### config.mk
export PLATFORM = sky130hd
export DESIGN_NAME = fifo_wr_arbiter
export DESIGN_NICKNAME = d
export VERILOG_FILES = /design/src/rtl/fifo_wr_arb_pkg.sv /design/src/rtl/fifo_wr_arbiter_rr_pick.sv /design/src/rtl/fifo_wr_arbiter.sv
export SDC_FILE = /design/constraint.sdc
export NUM_CORES = 1
export LEC_CHECK = 0
export ABC_CLOCK_PERIOD_IN_PS = 2900
export CAP_MARGIN = 20
export CORE_MARGIN = 5
export CORE_UTILIZATION = 30
export CTS_BUF_LIST = sky130_fd_sc_hd__clkbuf_8
export DETAILED_ROUTE_END_ITERATION = 10
export GPL_ROUTABILITY_DRIVEN = 0
export PLACE_DENSITY = 0.69
export SLEW_MARGIN = 20
export SYNTH_ARGS = -nofsm -noshare
export SYNTH_HDL_FRONTEND = slang
export SYNTH_SLANG_ARGS = --single-unit
### constraint.sdc
create_clock -name wclk -period 2.9 [get_ports wclk]
set_clock_uncertainty 0.1 [all_clocks]
set_input_delay 0.435 -clock wclk [delete_from_list [all_inputs] [get_ports wclk]]
set_output_delay 0.435 -clock wclk [all_outputs]
set_load 0.01 [all_outputs]
### src/rtl/fifo_wr_arb_pkg.sv
// Shared definitions for the FIFO write-port arbiter: state encoding,
// default stall-timeout limit and a constant-friendly ceil(log2) helper.
package fifo_wr_arb_pkg;

  typedef enum logic {
    ST_IDLE = 1'b0,
    ST_LOCK = 1'b1
  } state_t;

  localparam int DEFAULT_TIMEOUT = 16;

  // Usable in parameter/localparam expressions; returns at least 1 so that
  // index vectors never collapse to zero width.
  function automatic int clog2(input int value);
    int width;
    width = 0;
    while ((1 << width) < value) begin
      width = width + 1;
    end
    if (width == 0) begin
      width = 1;
    end
    return width;
  endfunction

endpackage

### src/rtl/fifo_wr_arbiter_rr_pick.sv
// Combinational round-robin picker: returns the one-hot first requester
// strictly after rr_last (wrapping at NREQ-1), or zero when nobody requests.
module rr_pick
  import fifo_wr_arb_pkg::*;
#(
  parameter int NREQ = 4,
  parameter int IDXW = clog2(NREQ)
) (
  input  logic [NREQ-1:0] req,
  input  logic [IDXW-1:0] rr_last,
  output logic [NREQ-1:0] grant
);

  function automatic logic [NREQ-1:0] pick(input logic [NREQ-1:0] r,
                                           input logic [IDXW-1:0] last);
    logic [NREQ-1:0] result;
    logic found;
    int idx;
    result = '0;
    found  = 1'b0;
    for (int k = 1; k <= NREQ; k++) begin
      idx = int'(last) + k;
      if (idx >= NREQ) begin
        idx = idx - NREQ;
      end
      if (!found && r[idx]) begin
        result[idx] = 1'b1;
        found       = 1'b1;
      end
    end
    return result;
  endfunction

  assign grant = pick(req, rr_last);

endmodule

### src/rtl/fifo_wr_arbiter.sv
// Packet-granular round-robin scheduler for the async FIFO write port (wclk domain).
// Optional stall timeout that force-releases an idle grant: define WR_ARB_TIMEOUT_EN.
module fifo_wr_arbiter
  import fifo_wr_arb_pkg::*;
#(
  parameter int NREQ    = 4,
  parameter int DATA_W  = 8,
  parameter int TIMEOUT = DEFAULT_TIMEOUT
) (
  input  logic                     wclk,
  input  logic                     wrst_n,
  input  logic [NREQ-1:0]          req_valid_i,
  input  logic [NREQ*DATA_W-1:0]   req_data_i,
  input  logic [NREQ-1:0]          req_last_i,
  output logic [NREQ-1:0]          req_ready_o,
  input  logic                     wfull_i,
  output logic                     wincr_o,
  output logic [DATA_W-1:0]        wdata_o,
  output logic [NREQ-1:0]          grant_o,
  output logic                     busy_o,
  output logic                     timeout_o
);

  localparam int IDXW = clog2(NREQ);

  state_t          state;
  logic [IDXW-1:0] rr_last;
  logic [IDXW-1:0] grant_idx;
  logic [NREQ-1:0] next_grant;
  logic            accept;
  logic            last_beat;
  logic            timeout_hit;

  rr_pick #(
    .NREQ (NREQ),
    .IDXW (IDXW)
  ) u_rr_pick (
    .req     (req_valid_i),
    .rr_last (rr_last),
    .grant   (next_grant)
  );

  // grant_o is zero outside LOCK, so ready/wincr/wdata all vanish when idle.
  assign req_ready_o = grant_o & {NREQ{~wfull_i}};
  assign accept      = |(req_valid_i & req_ready_o);
  assign last_beat   = |(req_valid_i & req_ready_o & req_last_i);
  assign wincr_o     = accept;

  always_comb begin
    wdata_o   = '0;
    grant_idx = '0;
    for (int i = 0; i < NREQ; i++) begin
      if (grant_o[i]) begin
        wdata_o   = req_data_i[i*DATA_W +: DATA_W];
        grant_idx = IDXW'(i);
      end
    end
  end

  always_ff @(posedge wclk) begin
    if (!wrst_n) begin
      state   <= ST_IDLE;
      grant_o <= '0;
      busy_o  <= 1'b0;
      rr_last <= IDXW'(NREQ - 1);
    end else begin
      case (state)
        ST_IDLE: begin
          if (|req_valid_i) begin
            grant_o <= next_grant;
            busy_o  <= 1'b1;
            state   <= ST_LOCK;
          end
        end
        ST_LOCK: begin
          if (last_beat || timeout_hit) begin
            rr_last <= grant_idx;
            grant_o <= '0;
            busy_o  <= 1'b0;
            state   <= ST_IDLE;
          end
        end
        default: begin
          grant_o <= '0;
          busy_o  <= 1'b0;
          state   <= ST_IDLE;
        end
      endcase
    end
  end

`ifdef WR_ARB_TIMEOUT_EN
  localparam int CNTW = clog2(TIMEOUT) + 1;

  logic [CNTW-1:0] idle_cnt;
  logic            idle_inc;

  // Only a silent granted requester counts; a full FIFO is not its fault.
  assign idle_inc    = ~(|(req_valid_i & grant_o)) & ~wfull_i;
  assign timeout_hit = (state == ST_LOCK) && !accept && idle_inc &&
                       (idle_cnt == CNTW'(TIMEOUT - 1));

  always_ff @(posedge wclk) begin
    if (!wrst_n) begin
      idle_cnt  <= '0;
      timeout_o <= 1'b0;
    end else begin
      timeout_o <= timeout_hit;
      if (state != ST_LOCK || accept || timeout_hit) begin
        idle_cnt <= '0;
      end else if (idle_inc) begin
        idle_cnt <= idle_cnt + 1'b1;
      end
    end
  end
`else
  assign timeout_hit = 1'b0;
  assign timeout_o   = 1'b0;
`endif

endmodule
Yosys cells after proc, flatten, opt, wreduce, memory -nomap -nowiden
Cells that the tools add are included.
{ "totals": {"regBits": 8, "inputBits": 43, "word_cells": 96} }
{ "op_classes": {"magnitude_cmp": 12, "reduce_logical": 15, "n_addsub": 8, "n_eq_ne": 2, "n_mux": 47, "bitwise_logic": 8} }
{ "ops": {"columns": ["operator", "count"], "rows": [
  ["greater-or-equal comparator 32 x 1 -> 1 bit (second input constant)", 4],
  ["greater-or-equal comparator 32 x 4 -> 1 bit (second input constant)", 4],
  ["less-than comparator 32 x 4 -> 1 bit (second input constant)", 4],
  ["2-to-1 mux 32 bit", 4],
  ["subtractor 32 x 4 -> 32 bit (second input constant)", 4],
  ["2-to-1 mux 8 bit", 4],
  ["2-to-1 mux 4 bit", 6],
  ["2-to-1 mux 1 bit", 20],
  ["bitwise AND 4 bit", 3],
  ["OR 4 bit", 3],
  ["OR reduction 4 bit", 3],
  ["binary-select mux 1 bit (select 2 bit)", 4],
  ["demux 1 bit (select 2 bit)", 4],
  ["one-hot mux 4 bit (2 select lines)", 1],
  ["logical AND 1 bit", 7],
  ["adder 2 x 2 -> 3 bit (second input constant)", 2],
  ["adder 2 x 3 -> 4 bit (second input constant)", 1],
  ["2-to-1 mux 2 bit", 2],
  ["one-hot mux 1 bit (2 select lines)", 2],
  ["AND reduction 2 bit", 2],
  ["adder 2 x 1 -> 3 bit (second input constant)", 1],
  ["zero test 1 bit", 3],
  ["inequality test 2 x 1 -> 1 bit (second input constant)", 1],
  ["inequality test 2 bit (second input constant)", 1],
  ["inverter 1 bit", 2]
]} }

Longest topological paths before layout
{ "logic_depth": {"ltp_word": 18, "mapped_depth": 6, "ltp_nobuf": 6} }

Hierarchy
Synthesis repeated with hierarchy kept, for this count alone.
{ "hier_totals": {"hier_cells": 117, "hier_area_um2": 996.0} }
{ "by_module_without_submodules": {"columns": ["module", "seq_area_each_um2", "area_per_inst_um2", "instances", "cells_per_inst"], "rows": [
  ["fifo_wr_arbiter", 160.2, 638.1, 1, 79],
  ["rr_pick", 0.0, 357.8, 1, 38]
]} }

Least setup slack after synthesis
No wires, ideal clock.
{ "synth_timing": {"path_type": "reg-to-reg", "start": "register rr_last[0]", "end": "register grant_o[2]", "period_less_slack_ps": 2166, "stages_incl_launch_ff": 7, "t_arrival_ps": 1975, "setup_slack_ps": 734, "setup_ps": 91, "n_path_buf": 0, "required_time_ps": 2709, "path_cell_list": "dfxtp_1 -> inv_1 -> ha_1 -> mux4_2 -> nor3b_4 -> a21oi_1 -> a311oi_1"} }
{ "synth_via": {"elab_chain_cells": 18} }
{ "synth_rtl": {"columns": ["element", "line_no", "text"], "rows": [
  ["start, declared", "fifo_wr_arbiter.sv:27", "logic [IDXW-1:0] rr_last;"],
  ["start signal, assigned", "fifo_wr_arbiter.sv:65", "rr_last <= IDXW'(NREQ - 1);"],
  ["start signal, assigned", "fifo_wr_arbiter.sv:77", "rr_last <= grant_idx;"],
  ["parallel branches: the longest is 15 deep, another holds subtractor 32 x 4 -> 32 bit", null, null],
  ["2-to-1 mux 4 bit *", "fifo_wr_arbiter_rr_pick.sv:26", "if (!found && r[idx]) begin"],
  ["2-to-1 mux 4 bit *", "fifo_wr_arbiter.sv:69", "if (|req_valid_i) begin"],
  ["one-hot mux 4 bit (2 select lines) *", "fifo_wr_arbiter.sv:67", "case (state)"],
  ["end signal, assigned", "fifo_wr_arbiter.sv:70", "grant_o <= next_grant;"],
  ["end, declared", "fifo_wr_arbiter.sv:19", "output logic [NREQ-1:0] grant_o,"]
]} }
Mark *: on every way between the ends. The select of a mux whose other input is x is not followed.
A chain may end at the register's enable or synchronous reset.

Worst setup path after layout
{ "layout_timing": {"start": "register grant_o[1]", "end": "output port wdata_o[7]"} }
{ "layout_via": {"elab_chain_cells": 3} }
{ "layout_rtl": {"columns": ["element", "line_no", "text"], "rows": [
  ["2-to-1 mux 8 bit (3 in series)", "fifo_wr_arbiter.sv:53", "if (grant_o[i]) begin"],
  ["end, declared", "fifo_wr_arbiter.sv:18", "output logic [DATA_W-1:0] wdata_o,"]
]} }
No other way between the ends.

==> impl_results.md <==
* DRT met1 WL at 1403 µm
* Initial drt markers at 65
* H-tree levels at 1
* Post-CTS setup repair buffer count at 0
* Initial antenna violation count at 0
* Final setup vio count at 0
* Routed length per instance at 15.47 µm
* Die Ht at 68.48 µm
* Clk slew on worst S/H paths at 40 ps
* TritonCTS clock tree: yes
* N_diodes at 0
* Fmax at 377.1 MHz
* Residual DRC at 0
* Initial Util at 30.75%
* Dpl hpwl at 2922 µm
* Antenna Nets Post-Route at 0
* Leak at 0.5962 nW
* Vias in the first global route at 1,148
* Clk Latency, worst-skew pair at 230 ps
* RSZ-0062 raised after global routing: no
* Final Hold Viols at 0
* Area Overhead vs Synth at 64.76%
* Via count at 1,245
* Status: finished, final reports clean
* Multi-input gate area at 782.0 µm²
* Seq/Total Area, Yosys at 15.61%
* Yosys warning total at 0
* Worst-Margin Slew at 576.4 ps
* Register bit count reported by yosys at 8
* Min-Delay Path Class: register to register
* Fillers at 327
* Crit path max-delay cell type: clkdlybuf4s50_1
* Req. time, crit path at 2370 ps
* Core area at 3337 µm²
* Root Driver: clkbuf_8
* Total GRT Usage at 14.42%
* Fin nets at 237
* Die area at 4690 µm²
* Worst Setup Start Kind: register
* Mapped Area at 1026 µm²
* Crit path max fanout at 9
* Critical path arrival at 2120 ps
* Synth Instances at 127
* Routed wire length at 3558 µm
* Row cnt at 21
* Post-synth EDFFs at 0
* Design Area, Final at 1690 µm²
* Syn_nets at 178
* Detail Route met2 WL at 1619 µm
* CTS buffer count at 3
* Clock Path Buffers at 2
* IO Count at 62
* Setup CP Type: register to output pin
* First-pass detailed-route iteration total at 4
* Setup_tns at 0 ps
* Gr ovfl total at 0
* Count of cell types in the netlist at 34
* Max-cap violations at 0
* First-pass GRT wire length at 5175 µm
* Power Dens Cells at 320.9 nW/µm²
* Hold-fix buffers, CTS at 0
* Ys flop type: dfxtp_1
* Layout cells sized above 1 at 9.239%
* Area after DPL at 1649 µm²
* Worst vdd ir at 0.1596 mV
* Post-route minimum period at 2652 ps
* Tcrit/Tclk final at 91.44%
* Max-slew headroom at 61.43%
* Crit. End Element: output pin
* Die W at 68.48 µm
* Ys async rst share at 0%
* Number of buffers added on ports at 60
* Top sig layer: met4
* Via density at 5.413
* Cells along the critical path: inv_1 -> nor2_1 -> a22oi_1 -> o21ai_0 -> clkdlybuf4s50_1
* Post-CTS Resized at 0
* Register Area at 160.2 µm²
* # clock sinks at 8
* Avg Inst Size Synth at 8.079 µm²
* Largest net degree at the start of global routing at 21
* Slew Viols, Final at 0
* Max stage delay on crit path at 570 ps
* Met3 wire length at 450 µm
==> per-stage QoR <==
| step | std cells | hold slack, ps | power [mW] | util (%) | setup WS [ps] |
|---|---|---|---|---|---|
| detailed placement | 227 | 407.6 | 0.4133 | 49.42 | 363.1 |
| CTS | 230 | 414.5 | 0.5455 | 50.66 | 245.0 |
| floorplan | 127 | 418.4 | 0.2631 | - | 734.4 |
| global route | 230 | 438.8 | 0.5710 | 50.66 | 76.99 |
| finish | 230 | 412.1 | 0.5424 | 50.66 | 248.4 |
| global placement | 227 | 397.9 | 0.4095 | 49.42 | 434.3 |
==> Yosys cell counts (all sizes together) (3+ instances only) <==
| library cell | number | area, µm² |
|---|---|---|
| a22oi | 18 | 135.1 |
| o21ai | 12 | 60.06 |
| a21oi | 10 | 50.05 |
| nand2 | 9 | 33.78 |
| dfxtp | 8 | 160.2 |
| ha | 8 | 100.1 |
| inv | 7 | 26.28 |
| buf | 5 | 42.53 |
| a311oi | 4 | 35.03 |
| a31oi | 4 | 25.02 |
| clkbuf | 4 | 15.01 |
| nor2 | 4 | 15.01 |
| o21a | 4 | 35.03 |
| mux4 | 3 | 67.56 |
| nand3 | 3 | 15.01 |
| nand4b | 3 | 26.28 |
==> state kept, by name (all words and copies together), names as in the netlist <==
signal,flops
rr_last,2
grant_o,4
busy_o,1
state,1
==> worst paths after layout <==
kind / cells after the start / startpoint / slack [ps] / end
min: 2 / busy_o$_SDFFE_PN0P_ / 410 / busy_o$_SDFFE_PN0P_
max reg2reg: 6 / rr_last[0]$_SDFFE_PN1P_ / 440 / grant_o[1]$_SDFFE_PN0P_
max: 5 / grant_o[1]$_SDFFE_PN0P_ / 250 / wdata_o[7]
min reg2reg: 2 / busy_o$_SDFFE_PN0P_ / 410 / busy_o$_SDFFE_PN0P_
==> metal layers <==
| layer | vias to the layer above | global-route usage (%) |
|---|---|---|
| li1 | 610 | - |
| met3 | 8 | 3.777 |
| met4 | 0 | 6.452 |
| met2 | 65 | 25.74 |
| met5 | - | 0 |
| met1 | 562 | 15.73 |
==> cells in the final DEF (no fill, tap or decap), drive strengths merged, types with 7 or more instances in the layout <==
| cell | synthesis | layout |
|---|---|---|
| nand2 | 9 | 9 |
| inv | 7 | 7 |
| a22oi | 18 | 18 |
| o21ai | 12 | 12 |
| dfxtp | 8 | 8 |
| a21oi | 10 | 10 |
| clkdlybuf4s50 | 0 | 60 |
| ha | 8 | 8 |
==> cell families (layout without fill, tap and decap cells) <==
group                      Yosys count  count (layout)  synth area share [%]
DFF                                  8               8                 15.61
AOI/OAI and AO/OA                   58              58                 39.76
adders and majority gates            8               8                 9.756
muxes                                3               3                 6.585
other                                1               1                0.3655
buffers and inverters               16              73                 8.170
and+or+nand+nor                     33              33                 19.76
==> where the power goes <==
part	switching, mW	internal, mW
combinational	0.119	0.159
clock	0.0402	0.0896
sequential	0.0131	0.121
total	0.173	0.370
==> critical path: cells and delay by family, from the launching register on <==
kind | cells | cell delay, ps
AO/OA/AOI/OAI | 2 | 330
buffers and inverters | 2 | 680
flip-flops | 1 | 410
AND/OR/NAND/NOR | 1 | 460
==> final cells by class <==
type,count,share of cell area (%)
sequential,8,9.474
timing repair buffer,63,36.86
inverter,7,1.554
multi-input combinational,103,46.26
clock buffer,3,2.443
tap,46,3.405
Power figures use the tool's default switching activity.
==> edit (config.mk and constraints unchanged) <==
Add a define of `WR_ARB_TIMEOUT_EN`.
--- a/src/rtl/fifo_wr_arbiter.sv
+++ b/src/rtl/fifo_wr_arbiter.sv
@@ -1,4 +1,6 @@
 // Packet-granular round-robin scheduler for the async FIFO write port (wclk domain).
 // Optional stall timeout that force-releases an idle grant: define WR_ARB_TIMEOUT_EN.
+`define WR_ARB_TIMEOUT_EN
+
 module fifo_wr_arbiter
   import fifo_wr_arb_pkg::*;
Function: no difference found for any inputs over 10 cycles, from zero or initial values and one cycle with wrst_n low; that may be too few to reach the edited logic, so the function may still have changed.
==> edit against the unedited design <==
  * Synthesized cell count rose by 24%
  * Combinational power rose by 1%
  * Setup slack better by 170 ps
  * Core utilization decreased by 3.0 points
  * Power increased by 28%
  * Clock power rose by 48%
  * Worst hold slack got worse by 8.0 ps
  * Sequential cell count rose by 6
  * Wire length is 22% higher
  * First-iteration DRC count is 12% higher
  * Synthesized area increased by 30%
  * Largest cell class unchanged
  * Design area grew 22%
==> edit: results (changes against the unedited design) <==
Clock network
The clock insertion delay at the later pin of the skew report is 250 ps (+20 ps). The root cell of the clock tree is clkbuf_8. The number of buffers on the longest clock path is 2 (unchanged). The TritonCTS buffer count came to 3 (unchanged).

The buffers inserted during post-CTS setup optimization is 0 (unchanged). The number of levels the H-tree was split into came to 1 (unchanged). The clock transition time at the flip-flop clock pins of the worst setup and hold paths is 60 ps (+20 ps).

Global route
The total routing usage reported by global routing is 14.2% (-0.26 points). The pin count of the biggest net entering global routing is 22 (+4.8%). The number of antenna violations at the first check in global routing is 0 (unchanged). The number of global-route vias before repair came to 1367 (+19%). The global-route wire length before repair is 6930 microns (+34%).

Placed design
The area of placed instances is 2010 sq um (+22%). The count of buffers from port buffering is 61 (+1.7%). The HPWL after detailed placement is 3450 microns (+18%).

Yosys
The fraction of the yosys area taken by sequential cells is 21.0% (+5.4 points). The count of unique library cells instantiated by Yosys is 39 (+15%). The total number of yosys warnings is 0 (unchanged). By area the synthesized netlist is led by dfxtp_1 (21%), ha_1 (9.4%), a22oi_1 (9.0%), nor3b_1 (5.6%), o221ai_1 (5.2%). By count the netlist is led by a22oi_1 (16), dfxtp_1 (14), inv_1 (14). The synthesized netlist net count is 210 (+18%).

The async set-or-reset flop fraction in the synthesized netlist is 0% (unchanged).

Setup path
The worst setup path category is in2out. The startpoint of the worst register-to-register path is rr_last[1]$_SDFFE_PN1P_. In this run the worst setup path begins at req_valid_i[0].

The data arrival time of the critical path is 1950 ps (-170 ps). The peak fanout along the critical path is 6 (-3).

STA
The slew at the pin closest to its max-slew limit was 551 ps (-25.9 ps).

Worst hold path
The tightest min-delay check is of the reg2reg type. The worst hold path begins at idle_cnt[4]$_SDFFE_PP0N_.

Run status
The flow ran to the end, and the final reports show no timing, DRC or antenna violations.

Drt
The number of DRC markers in iteration 0 came to 73 (+12%). The routed wire length per instance was 15.9 microns (+2.7%). The overall via count from detail_route is 1446 (+16%). The met2 wirelength from detailed routing is 2090 microns (+29%).

The amount of wire on met3 after detailed routing is 234 microns (-48%). The routed length on met1 was 1980 microns (+41%).

Cells and area
The fraction of layout cells with a size suffix above 1 was 10.0% (+0.76 points). The final antenna diode count is 0 (unchanged). The final-stage net count is 274 (+16%). The layout filler cell count came to 430 (+31%). The largest registers in the layout are idle_cnt (5), grant_o (4), rr_last (2).

Pwr
The leakage dissipation is 0.000784 uW (+31%). The total internal power is 488 uW (+32%). The highest ir drop seen on vdd is 0.152 mV (-4.9%).
## edit: logic make-up after synthesis
| group | count (synthesis) | synth area share, % |
|---|---|---|
| flops | 14 | 21.0 |
| mux | 9 | 9.64 |
| simple gates | 50 | 23.0 |
| buf+inv | 26 | 9.92 |
| fa+ha+maj | 10 | 9.36 |
| compound gates | 45 | 25.1 |
| xor+xnor | 3 | 1.97 |
## edit: layout make-up
type / instances / share of cell area (%)
Inverter: 14 / 2.55
Multi-Input combinational cell: 117 / 44.8
Timing Repair Buffer: 71 / 33.3
Sequential cell: 14 / 13.6
Tap cell: 52 / 3.16
Clock buffer: 4 / 2.67
## edit: worst max-delay path, cell delays in order
cell             delay (ps)
clkdlybuf4s50_1         480
a22o_1                  270
nor2_1                   80
nor2_1                   90
clkdlybuf4s50_1         590
## edit: power by group through the flow
stage                     logic (uW)  clock network [uW]  registers (uW)
after floorplan                  132                   0             222
after global placement           281                   0             224
after detailed placement         283                   0             223
after CTS                        284                 199             219
after global routing             305                 210             220
final                            283                 193             219
## edit: per-layer routing
layer	GRT usage [%]	vias to the layer above
met5	0	-
met4	2.10	0
met3	3.75	2
met2	22.2	44
met1	19.7	687
li1	-	713
## edit: metrics by stage
stage	setup slack [ps]	total power, uW	hold slack (ps)	utilization (%)	std cells
2_1_floorplan	859	354	377	-	157
3_3_place_gp	430	505	383	46.4	268
3_5_place_dp	423	506	394	46.4	268
4_1_cts	424	702	405	47.7	272
5_1_grt	331	735	425	47.7	272
6_report	414	695	404	47.7	272
## edit: final timing paths
path                            cells after the start                  endpoint  slack, ps
worst max-delay path                                5                   wincr_o        410
worst min-delay path                                2  idle_cnt[4]$_SDFFE_PP0N_        400
worst max register to register                      6   grant_o[2]$_SDFFE_PN0P_        740
worst min register to register                      2  idle_cnt[4]$_SDFFE_PP0N_        400
